[src/rtl/alu_exec_unit_pkg.sv]
// alu_exec_unit_pkg: shared op codes, decoded op and multiplier FSM state types.
package alu_exec_unit_pkg;
    localparam logic [3:0] ALU_ADD = 4'b0010;
    localparam logic [3:0] ALU_SUB = 4'b0011;
    localparam logic [3:0] ALU_MUL = 4'b0100;
    typedef enum logic [1:0] {OP_ADD = 2'b00, OP_SUB = 2'b01, OP_MUL = 2'b10, OP_ILL = 2'b11} op_e;
    typedef enum logic [1:0] {S_IDLE = 2'b00, S_MUL = 2'b01, S_FIN = 2'b10} state_e;
    function automatic op_e decode(input logic [3:0] code);
        return code == ALU_ADD ? OP_ADD : code == ALU_SUB ? OP_SUB : code == ALU_MUL ? OP_MUL : OP_ILL;
    endfunction
endpackage

[src/rtl/alu_exec_unit_if.sv]
// alu_exec_unit_if: start/busy/done request bus between operand read stage and the exec unit.
interface alu_exec_unit_if #(parameter int WIDTH = 32);
    logic start;
    logic [3:0] alu_control;
    logic [WIDTH-1:0] a, b;
    logic busy, done;
    logic [WIDTH-1:0] result, result_hi;
    logic zero, illegal;
    modport master(output start, alu_control, a, b, input busy, done, result, result_hi, zero, illegal);
    modport slave(input start, alu_control, a, b, output busy, done, result, result_hi, zero, illegal);
endinterface

[src/rtl/alu_exec_unit_seq_multiplier.sv]
// seq_multiplier: unsigned shift-add multiplier, one step per cycle over WIDTH cycles.
// done flags the edge on which the final step lands; product is that final value.
module seq_multiplier
    import alu_exec_unit_pkg::*;
#(
    parameter int WIDTH = 32
) (
    input  logic               clk,
    input  logic               rst_n,
    input  logic               start,
    input  logic [WIDTH-1:0]   a,
    input  logic [WIDTH-1:0]   b,
    output logic               busy,
    output logic               done,
    output logic [2*WIDTH-1:0] product
);
    localparam int CW = WIDTH > 1 ? $clog2(WIDTH) : 1;
    state_e state, state_nx;
    logic [WIDTH-1:0] mcand, acc_hi, acc_lo;
    logic [CW-1:0] count;
    logic [WIDTH:0] step;
    // carry lands in step[WIDTH] and is shifted straight into acc_hi's top bit
    assign step = {1'b0, acc_hi} + (acc_lo[0] ? {1'b0, mcand} : '0);
    assign busy = state == S_MUL;
    assign done = busy && count == CW'(WIDTH - 1);
    assign product = {step, acc_lo[WIDTH-1:1]};
    always_comb begin
        state_nx = state == S_MUL ? (done ? S_FIN : S_MUL) : (start ? S_MUL : S_IDLE);
    end
    always_ff @(posedge clk) begin
        if (!rst_n) begin
            state <= S_IDLE;
            count <= '0;
            mcand <= '0;
            acc_hi <= '0;
            acc_lo <= '0;
        end else begin
            state <= state_nx;
            if (busy) begin
                acc_hi <= step[WIDTH:1];
                acc_lo <= {step[0], acc_lo[WIDTH-1:1]};
                count <= count + 1'b1;
            end else if (start) begin
                mcand <= a;
                acc_hi <= '0;
                acc_lo <= b;
                count <= '0;
            end
        end
    end
endmodule

[src/rtl/alu_exec_unit.sv]
// alu_exec_unit: decodes alu_control, does single-cycle add/sub and iterative multiply,
// and owns the registered result fields and flags.
module alu_exec_unit
    import alu_exec_unit_pkg::*;
#(
    parameter int WIDTH = 32
) (
    input logic          clk,
    input logic          rst_n,
    alu_exec_unit_if.slave bus
);
    op_e op;
    logic accept, mul_busy, mul_done;
    logic [WIDTH-1:0] sum;
    logic [2*WIDTH-1:0] product;
    assign op = decode(bus.alu_control);
    assign accept = bus.start && !mul_busy;
    assign sum = op == OP_SUB ? bus.a - bus.b : bus.a + bus.b;
    assign bus.busy = mul_busy;
    seq_multiplier #(.WIDTH(WIDTH)) u_mul (
        .clk(clk),
        .rst_n(rst_n),
        .start(accept && op == OP_MUL),
        .a(bus.a),
        .b(bus.b),
        .busy(mul_busy),
        .done(mul_done),
        .product(product)
    );
    // a multiply finishing and a new accept are exclusive: accept needs !mul_busy
    always_ff @(posedge clk) begin
        if (!rst_n) begin
            bus.done <= 1'b0;
            bus.result <= '0;
            bus.result_hi <= '0;
            bus.zero <= 1'b0;
            bus.illegal <= 1'b0;
        end else begin
            bus.done <= mul_done || (accept && op != OP_MUL);
            if (mul_done) begin
                bus.result <= product[WIDTH-1:0];
                bus.result_hi <= product[2*WIDTH-1:WIDTH];
                bus.zero <= product == '0;
                bus.illegal <= 1'b0;
            end else if (accept && op != OP_MUL) begin
                bus.result <= op == OP_ILL ? '0 : sum;
                bus.result_hi <= '0;
                bus.zero <= op != OP_ILL && sum == '0;
                bus.illegal <= op == OP_ILL;
            end
        end
    end
endmodule

[src/flat_wrapper.sv]
// flat-port wrapper written by rule: the top's interface ports become plain ports
module alu_exec_unit_flat import alu_exec_unit_pkg::*;
#(
    parameter int WIDTH = 32
)
  (clk, rst_n, bus_start, bus_alu_control, bus_a, bus_b, bus_busy, bus_done, bus_result, bus_result_hi, bus_zero, bus_illegal);
  alu_exec_unit_if #(.WIDTH(WIDTH)) bus_i ();
  input logic clk;
  input logic rst_n;
  input wire logic [$bits(bus_i.start)-1:0] bus_start;
  input wire logic [$bits(bus_i.alu_control)-1:0] bus_alu_control;
  input wire logic [$bits(bus_i.a)-1:0] bus_a;
  input wire logic [$bits(bus_i.b)-1:0] bus_b;
  output wire logic [$bits(bus_i.busy)-1:0] bus_busy;
  output wire logic [$bits(bus_i.done)-1:0] bus_done;
  output wire logic [$bits(bus_i.result)-1:0] bus_result;
  output wire logic [$bits(bus_i.result_hi)-1:0] bus_result_hi;
  output wire logic [$bits(bus_i.zero)-1:0] bus_zero;
  output wire logic [$bits(bus_i.illegal)-1:0] bus_illegal;
  assign bus_i.start = bus_start;
  assign bus_i.alu_control = bus_alu_control;
  assign bus_i.a = bus_a;
  assign bus_i.b = bus_b;
  assign bus_busy = bus_i.busy;
  assign bus_done = bus_i.done;
  assign bus_result = bus_i.result;
  assign bus_result_hi = bus_i.result_hi;
  assign bus_zero = bus_i.zero;
  assign bus_illegal = bus_i.illegal;
  alu_exec_unit #(.WIDTH(WIDTH)) u_core (.clk(clk), .rst_n(rst_n), .bus(bus_i));
endmodule
[config.mk]
export PLATFORM = sky130hd
export DESIGN_NAME = alu_exec_unit_flat
export DESIGN_NICKNAME = d
export VERILOG_FILES = /design/src/rtl/alu_exec_unit_pkg.sv /design/src/rtl/alu_exec_unit_if.sv /design/src/rtl/alu_exec_unit_seq_multiplier.sv /design/src/rtl/alu_exec_unit.sv /design/src/flat_wrapper.sv
export SDC_FILE = /design/constraint.sdc
export NUM_CORES = 1
export LEC_CHECK = 0
export CAP_MARGIN = 25
export CORE_ASPECT_RATIO = 1.2
export CORE_MARGIN = 2
export CORE_UTILIZATION = 50
export CTS_CLUSTER_SIZE = 25
export DETAILED_ROUTE_END_ITERATION = 6
export PLACE_DENSITY = 0.73
export SKIP_LAST_GASP = 1
export SYNTH_ARGS = -nofsm -noshare
export SYNTH_HDL_FRONTEND = slang
export SYNTH_SLANG_ARGS = --single-unit
[constraint.sdc]
create_clock -name clk -period 16.3 [get_ports clk]
set_clock_uncertainty 0.2 [all_clocks]
set_input_delay 4.89 -clock clk [delete_from_list [all_inputs] [get_ports clk]]
set_output_delay 4.89 -clock clk [all_outputs]
set_load 0.02 [all_outputs]
==> results of run 1 <==
## critical path, cell delays in order
cell,delay [ns]
clkdlybuf4s50_1,0.44
nand2b_1,0.19
nor2_1,0.18
and2_0,0.82
nor2_1,0.14
xnor2_1,0.17
ha_1,0.35
a211oi_1,0.23
o21bai_1,0.16
nor4_1,0.52
o21ai_1,0.24
a41oi_1,0.32
o21ai_0,0.15
xnor2_1,0.25
nand2_1,0.10
nor4bb_1,0.34
nand4_1,0.13
nand2_1,0.08
## synthesized netlist by cell type, types with 4 or more instances
| cell | n | share of area [%] |
|---|---|---|
| a211oi_1 | 7 | 0.47 |
| a21o_1 | 13 | 0.87 |
| a21oi_1 | 144 | 6.4 |
| a222oi_1 | 4 | 0.36 |
| a22oi_1 | 12 | 0.80 |
| a311oi_1 | 33 | 2.6 |
| a31oi_1 | 44 | 2.4 |
| and2_1 | 43 | 2.4 |
| and3_1 | 8 | 0.44 |
| clkbuf_1 | 88 | 2.9 |
| dfxtp_1 | 170 | 30 |
| ha_1 | 66 | 7.3 |
| inv_1 | 26 | 0.87 |
| nand2_1 | 253 | 8.4 |
| nand2b_1 | 11 | 0.61 |
| nand3_1 | 69 | 3.1 |
| nand3b_1 | 6 | 0.40 |
| nand4_1 | 17 | 0.94 |
| nor2_1 | 168 | 5.6 |
| nor2b_1 | 6 | 0.33 |
| nor3_1 | 22 | 0.98 |
| nor3b_1 | 5 | 0.33 |
| nor4_1 | 16 | 0.89 |
| o2111a_1 | 4 | 0.40 |
| o2111ai_1 | 4 | 0.31 |
| o211ai_1 | 13 | 0.87 |
| o21a_1 | 7 | 0.47 |
| o21ai_0 | 52 | 2.3 |
| o21ai_1 | 13 | 0.58 |
| o21bai_1 | 7 | 0.47 |
| o22a_1 | 8 | 0.62 |
| o31ai_1 | 9 | 0.60 |
| or3_1 | 9 | 0.50 |
| or4_1 | 4 | 0.27 |
| xnor2_1 | 48 | 3.7 |
| xor2_1 | 36 | 2.8 |
## where the power goes
part / leakage [nW] / switching (mW) / total, mW / internal, mW
logic: 3.32 / 0.112 / 0.186 / 0.0747
clock network: 0.280 / 0.183 / 0.414 / 0.231
registers: 1.37 / 0.00621 / 0.428 / 0.422
## sequential cells by signal, indices dropped and copies added (netlist names)
signal and count:
u_core.bus.zero 1, u_core.u_mul.acc_lo 32, u_core.u_mul.state 2, u_core.u_mul.acc_hi 32, u_core.bus.result_hi 32, u_core.bus.result 32, u_core.u_mul.count 5, u_core.bus.illegal 1
u_core.u_mul.mcand 32, u_core.bus.done 1
## metal layers
metal / vias to the layer above / routed length (um)
li1: 5584 / -
met2: 515 / 17600
met1: 5413 / 16100
met5: - / 0
met3: 77 / 2460
met4: 0 / 1120
## worst paths after layout
kind | depth (start not counted) | slack (ns) | from | endpoint
worst max-delay path | 18 | 6.74 | bus_alu_control[2] | u_core.bus.zero
worst min-delay path | 2 | 0.25 | u_core.u_mul.mcand[30] | u_core.u_mul.mcand[30]
worst max register to register | 15 | 11.60 | u_core.u_mul.acc_lo[0] | u_core.bus.zero
worst min register to register | 2 | 0.25 | u_core.u_mul.mcand[30] | u_core.u_mul.mcand[30]
## layout by cell type (no fill, tap or decap), drive strengths merged, types with 24 or more instances in the layout
| cell | instances |
|---|---|
| nand2 | 253 |
| dfxtp | 170 |
| nor2 | 168 |
| a21oi | 146 |
| clkdlybuf4s50 | 138 |
| nand3 | 69 |
| ha | 66 |
| o21ai | 66 |
| xnor2 | 49 |
| and2 | 45 |
| a31oi | 44 |
| xor2 | 36 |
| a311oi | 33 |
| inv | 31 |
| nor3 | 24 |
## metrics by stage
step	total power [mW]	instance area (um^2)	utilization, %	hold slack (ns)
floorplan	0.553	11300	-	0.232
global placement	0.619	12700	57.1	0.238
detailed placement	0.619	12700	57.2	0.243
CTS	1.03	13300	59.8	0.252
global route	1.06	13400	59.9	0.265
finish	1.03	13400	59.9	0.251
## cells by family after synthesis
kind of cell | count (synthesis) | share of synthesized area, %
simple gates | 663 | 27.5
compound gates | 408 | 23.5
flops | 170 | 30.2
buf+inv | 123 | 4.26
xor+xnor | 85 | 6.68
fa+ha+maj | 68 | 7.69
mux | 2 | 0.178
## layout make-up
type	instances	share of cell area, %
multi-input combinational	1226	55.5
clock inverter	12	1.06
tap	279	2.61
sequential	170	25.5
clock buffer	19	3.32
inverter	28	0.805
timing repair buffer	151	11.3
==> results_dict.tcl, run 1 <==
set metrics [dict create \
    max_freq_mhz 105 \
    met1_usage_pct 41.0 \
    period_share_pct 58.6 \
    synth_flop_cell "dfxtp_1" \
    fp.dieArea_um2 23700 \
    relSlewSlack_pct 32.3 \
    ys_seq_area_share_pct 30.2 \
    postCtsSetupRepairBufs 0 \
    die_h_um 168 \
    status "completed" \
    cp.required_ns 16.47 \
    cts_tree "yes" \
    drc 0 \
    core-area_um2 22300 \
    crit_fanout 14 \
    ir_worst_vdd_uv 72.6 \
    ant_nets 0 \
    dp_slack_ns 6.44 \
    setup_viol 0 \
    place_hpwl_um 27100 \
    dp_cells 1853 \
    postSynthRegisterBits 170 \
    yosysUniqueCellTypes 82 \
    syn-num-nets 1658 \
    cp-start-kind "primary input" \
    critPathKind "primary input to register" \
    syn_area_per_cell_um2 7.41 \
    grt_use_met3_pct 4.07 \
    synthesis.area_um2 11300 \
    via_per_inst 6.15 \
    antenna_found_initial 0 \
    die_w_um 141 \
    drive_gt1_share_pct 4.36 \
    cts.path.max_buffers 2 \
    clk_pin_slew_ns 0.07 \
    end_kind "register" \
    drv_cap 0 \
    clk_latency_ns 0.43 \
    p_leak_nw 4.97 \
    grt_most_used_layer "met2" \
    layoutNonFillerInstCount 1885 \
    grt_overflow_total 0 \
    tns_ns 0 \
    grt_pass1_wl_um 58600 \
    post_drt_wl_per_cell_um 19.8 \
    gp_congestion 0.959 \
    dr.pass1.iters 6 \
    async_flop_share_pct 0 \
    portBuffers 138 \
    period_minus_slack_ns 9.56 \
    final_hold_viol_count 0 \
    synth_edf_count 0 \
    p_per_area_nw_per_um2 77.0 \
    worstMarginPinSlew_ns 1.02 \
    syn_to_final_growth_pct 18.6 \
    multi_input_area_um2 7410 \
    final_nets 1733 \
    num_vias 11589 \
    grt_pass1_vias 10809 \
    regArea_um2 3400 \
    rsz0062_at_grt "no" \
    cts-root-buf "clkbuf_16" \
    grt_max_degree 103 \
    ios 139 \
    slew_viol_final 0 \
    diodes 0 \
    n_fill_cell 2074 \
    cts_made_buffers 17 \
    syn-instance-count 1519 \
    row_count 60 \
    drt_iter0_markers 1019 \
    start_util_pct 50.5 \
    finalWirelength_um 37300 \
    setup_slack_ns 6.74 \
    cts_resized 0 \
    arrival_ns 9.73 \
    grtUsageMet2_pct 51.5 \
    clock-sinks 170 \
    track_usage_pct 30.9 \
    ys_warn_count 0 \
    postCtsHoldBufs 0 \
    hp-class "register to register" \
    htreeDepth 4 \
]
(Power assumes the default switching activity.)
==> run 2: changes to the inputs <==
Settings changed: PLACE_DENSITY 0.73 to 0.76.
Clock period 16.3 ns to 7.71 ns, I/O delays scaled along.
==> run 2 against run 1 <==
  * The run now ends with DRC left
  * Largest cell class unchanged
  * First-iteration DRC count increased by 3.1%
  * Highest routed layer unchanged
  * Via count increased by 0.42%
  * Power increased by 120%
  * Clock power increased by 140%
  * Global-route usage increased by 0.55 points
  * Critical path depth increased by 5
  * Cell count unchanged
==> results_dict.tcl, run 2 (synthesized netlist as in run 1, its figures left out) <==
set metrics [dict create \
    status "complete, but fails checks" \
    violations "DRC" \
    period_minus_slack_ns 6.71 \
    crit_fanout 5 \
    clk_latency_ns 0.44 \
    fp.dieArea_um2 23700 \
    ios 139 \
    fin_area_um2 13400 \
    postCtsHoldBufs 0 \
    drv_cap 0 \
    antenna_found_initial 0 \
    cts_tree "yes" \
    cts_made_buffers 17 \
    cts_resized 0 \
    row_count 60 \
    period_share_pct 87.0 \
    layout_common_cells "nand2_1, dfxtp_1, nor2_1, a21oi_1, clkdlybuf4s50_1" \
    track_usage_pct 31.4 \
    grt_overflow_total 0 \
    grt_pass1_wl_um 59600 \
    cp.required_ns 7.90 \
    clk_pin_slew_ns 0.08 \
    cts-root-buf "clkbuf_16" \
    p_leak_nw 5.00 \
    worstMarginPinSlew_ns 1.03 \
    ant_nets 0 \
    grt_max_degree 82 \
    holdWs_ns 0.252 \
    arrival_ns 6.90 \
    postLayoutCoreUtil_pct 60.2 \
    hp-class "register to register" \
    grt_pass1_vias 11163 \
    place_hpwl_um 27400 \
    relSlewSlack_pct 31.4 \
    post_drt_wl_per_cell_um 20.0 \
    num_vias 11638 \
    finalWirelength_um 37700 \
    p_per_area_nw_per_um2 170 \
    postCtsSetupRepairBufs 0 \
    gp_congestion 1.00 \
    ir_worst_vdd_uv 139 \
    core-area_um2 22300 \
    drive_gt1_share_pct 4.42 \
    die_h_um 168 \
    diodes 0 \
    slew_viol_final 0 \
    portBuffers 138 \
    dr.pass1.iters 7 \
    drt_iter0_markers 1051 \
    cts.path.max_buffers 2 \
    rsz0062_at_grt "no" \
    final_hold_viol_count 0 \
    start_util_pct 50.5 \
    max_freq_mhz 149 \
    end_kind "register" \
    clock-sinks 170 \
    die_w_um 141 \
    final_common_cell "nand2_1" \
    syn_to_final_growth_pct 19.1 \
    critPathKind "primary input to register" \
    placed_area_um2 12700 \
    setup_viol 0 \
    tns_ns 0 \
    cp-start-kind "primary input" \
    final_nets 1732 \
    via_per_inst 6.17 \
    drc 9 \
    htreeDepth 4 \
]
## run 2: cell type report
class | instances | area (um^2)
inverter | 28 | 108
sequential | 170 | 3400
tap | 279 | 349
multi-input combinational | 1226 | 7410
clock buffer | 17 | 425
timing repair buffer | 150 | 1480
clock inverter | 15 | 239
fill | 2066 | 8880
## run 2: worst max-delay path: stages
cell	delay (ns)
clkdlybuf4s50_1	0.45
inv_1	0.10
ha_1	0.18
nand2b_1	0.08
nand2b_1	0.17
or2_1	0.30
or3_1	0.44
nor2_1	0.19
nand3b_1	0.11
or2_1	0.31
o21ai_1	0.18
xor2_1	0.20
ha_1	0.32
a21o_1	0.18
a21oi_1	0.23
and3_1	0.19
o21a_1	0.12
o31ai_1	0.07
a21oi_1	0.18
xor2_1	0.10
nor4bb_1	0.27
nand4_1	0.12
nand2_1	0.09
## run 2: power breakdown
part	total (mW)	switching [mW]	internal (mW)
sequential	0.906	0.0146	0.891
clock	0.986	0.402	0.585
combinational	0.395	0.238	0.157
## run 2: worst paths after layout
path,from,endpoint,slack [ns],depth (start not counted)
min,u_core.u_mul.mcand[18],u_core.u_mul.mcand[18],0.25,2
max,bus_b[0],u_core.bus.zero,1.0,23
min reg2reg,u_core.u_mul.mcand[18],u_core.u_mul.mcand[18],0.25,2
max reg2reg,u_core.u_mul.acc_lo[0],u_core.bus.zero,2.84,15
## run 2: metal layers
layer	part of all wire, %	track usage (%)	wire (um)	vias up
met5	0	0	0	-
met4	3.4	12.6	1290	0
met3	6.5	4.66	2440	89
met2	47	52.1	17800	493
met1	43	41.0	16100	5459
li1	-	-	-	5597
## run 2: stage by stage
step / worst slack, ns / cells / power (mW)
after floorplan: 1.60 / 1519 / 1.17
after global placement: 0.778 / 1852 / 1.31
after detailed placement: 0.658 / 1853 / 1.31
after CTS: 1.06 / 1885 / 2.29
after global routing: 0.709 / 1885 / 2.37
final: 0.999 / 1885 / 2.29
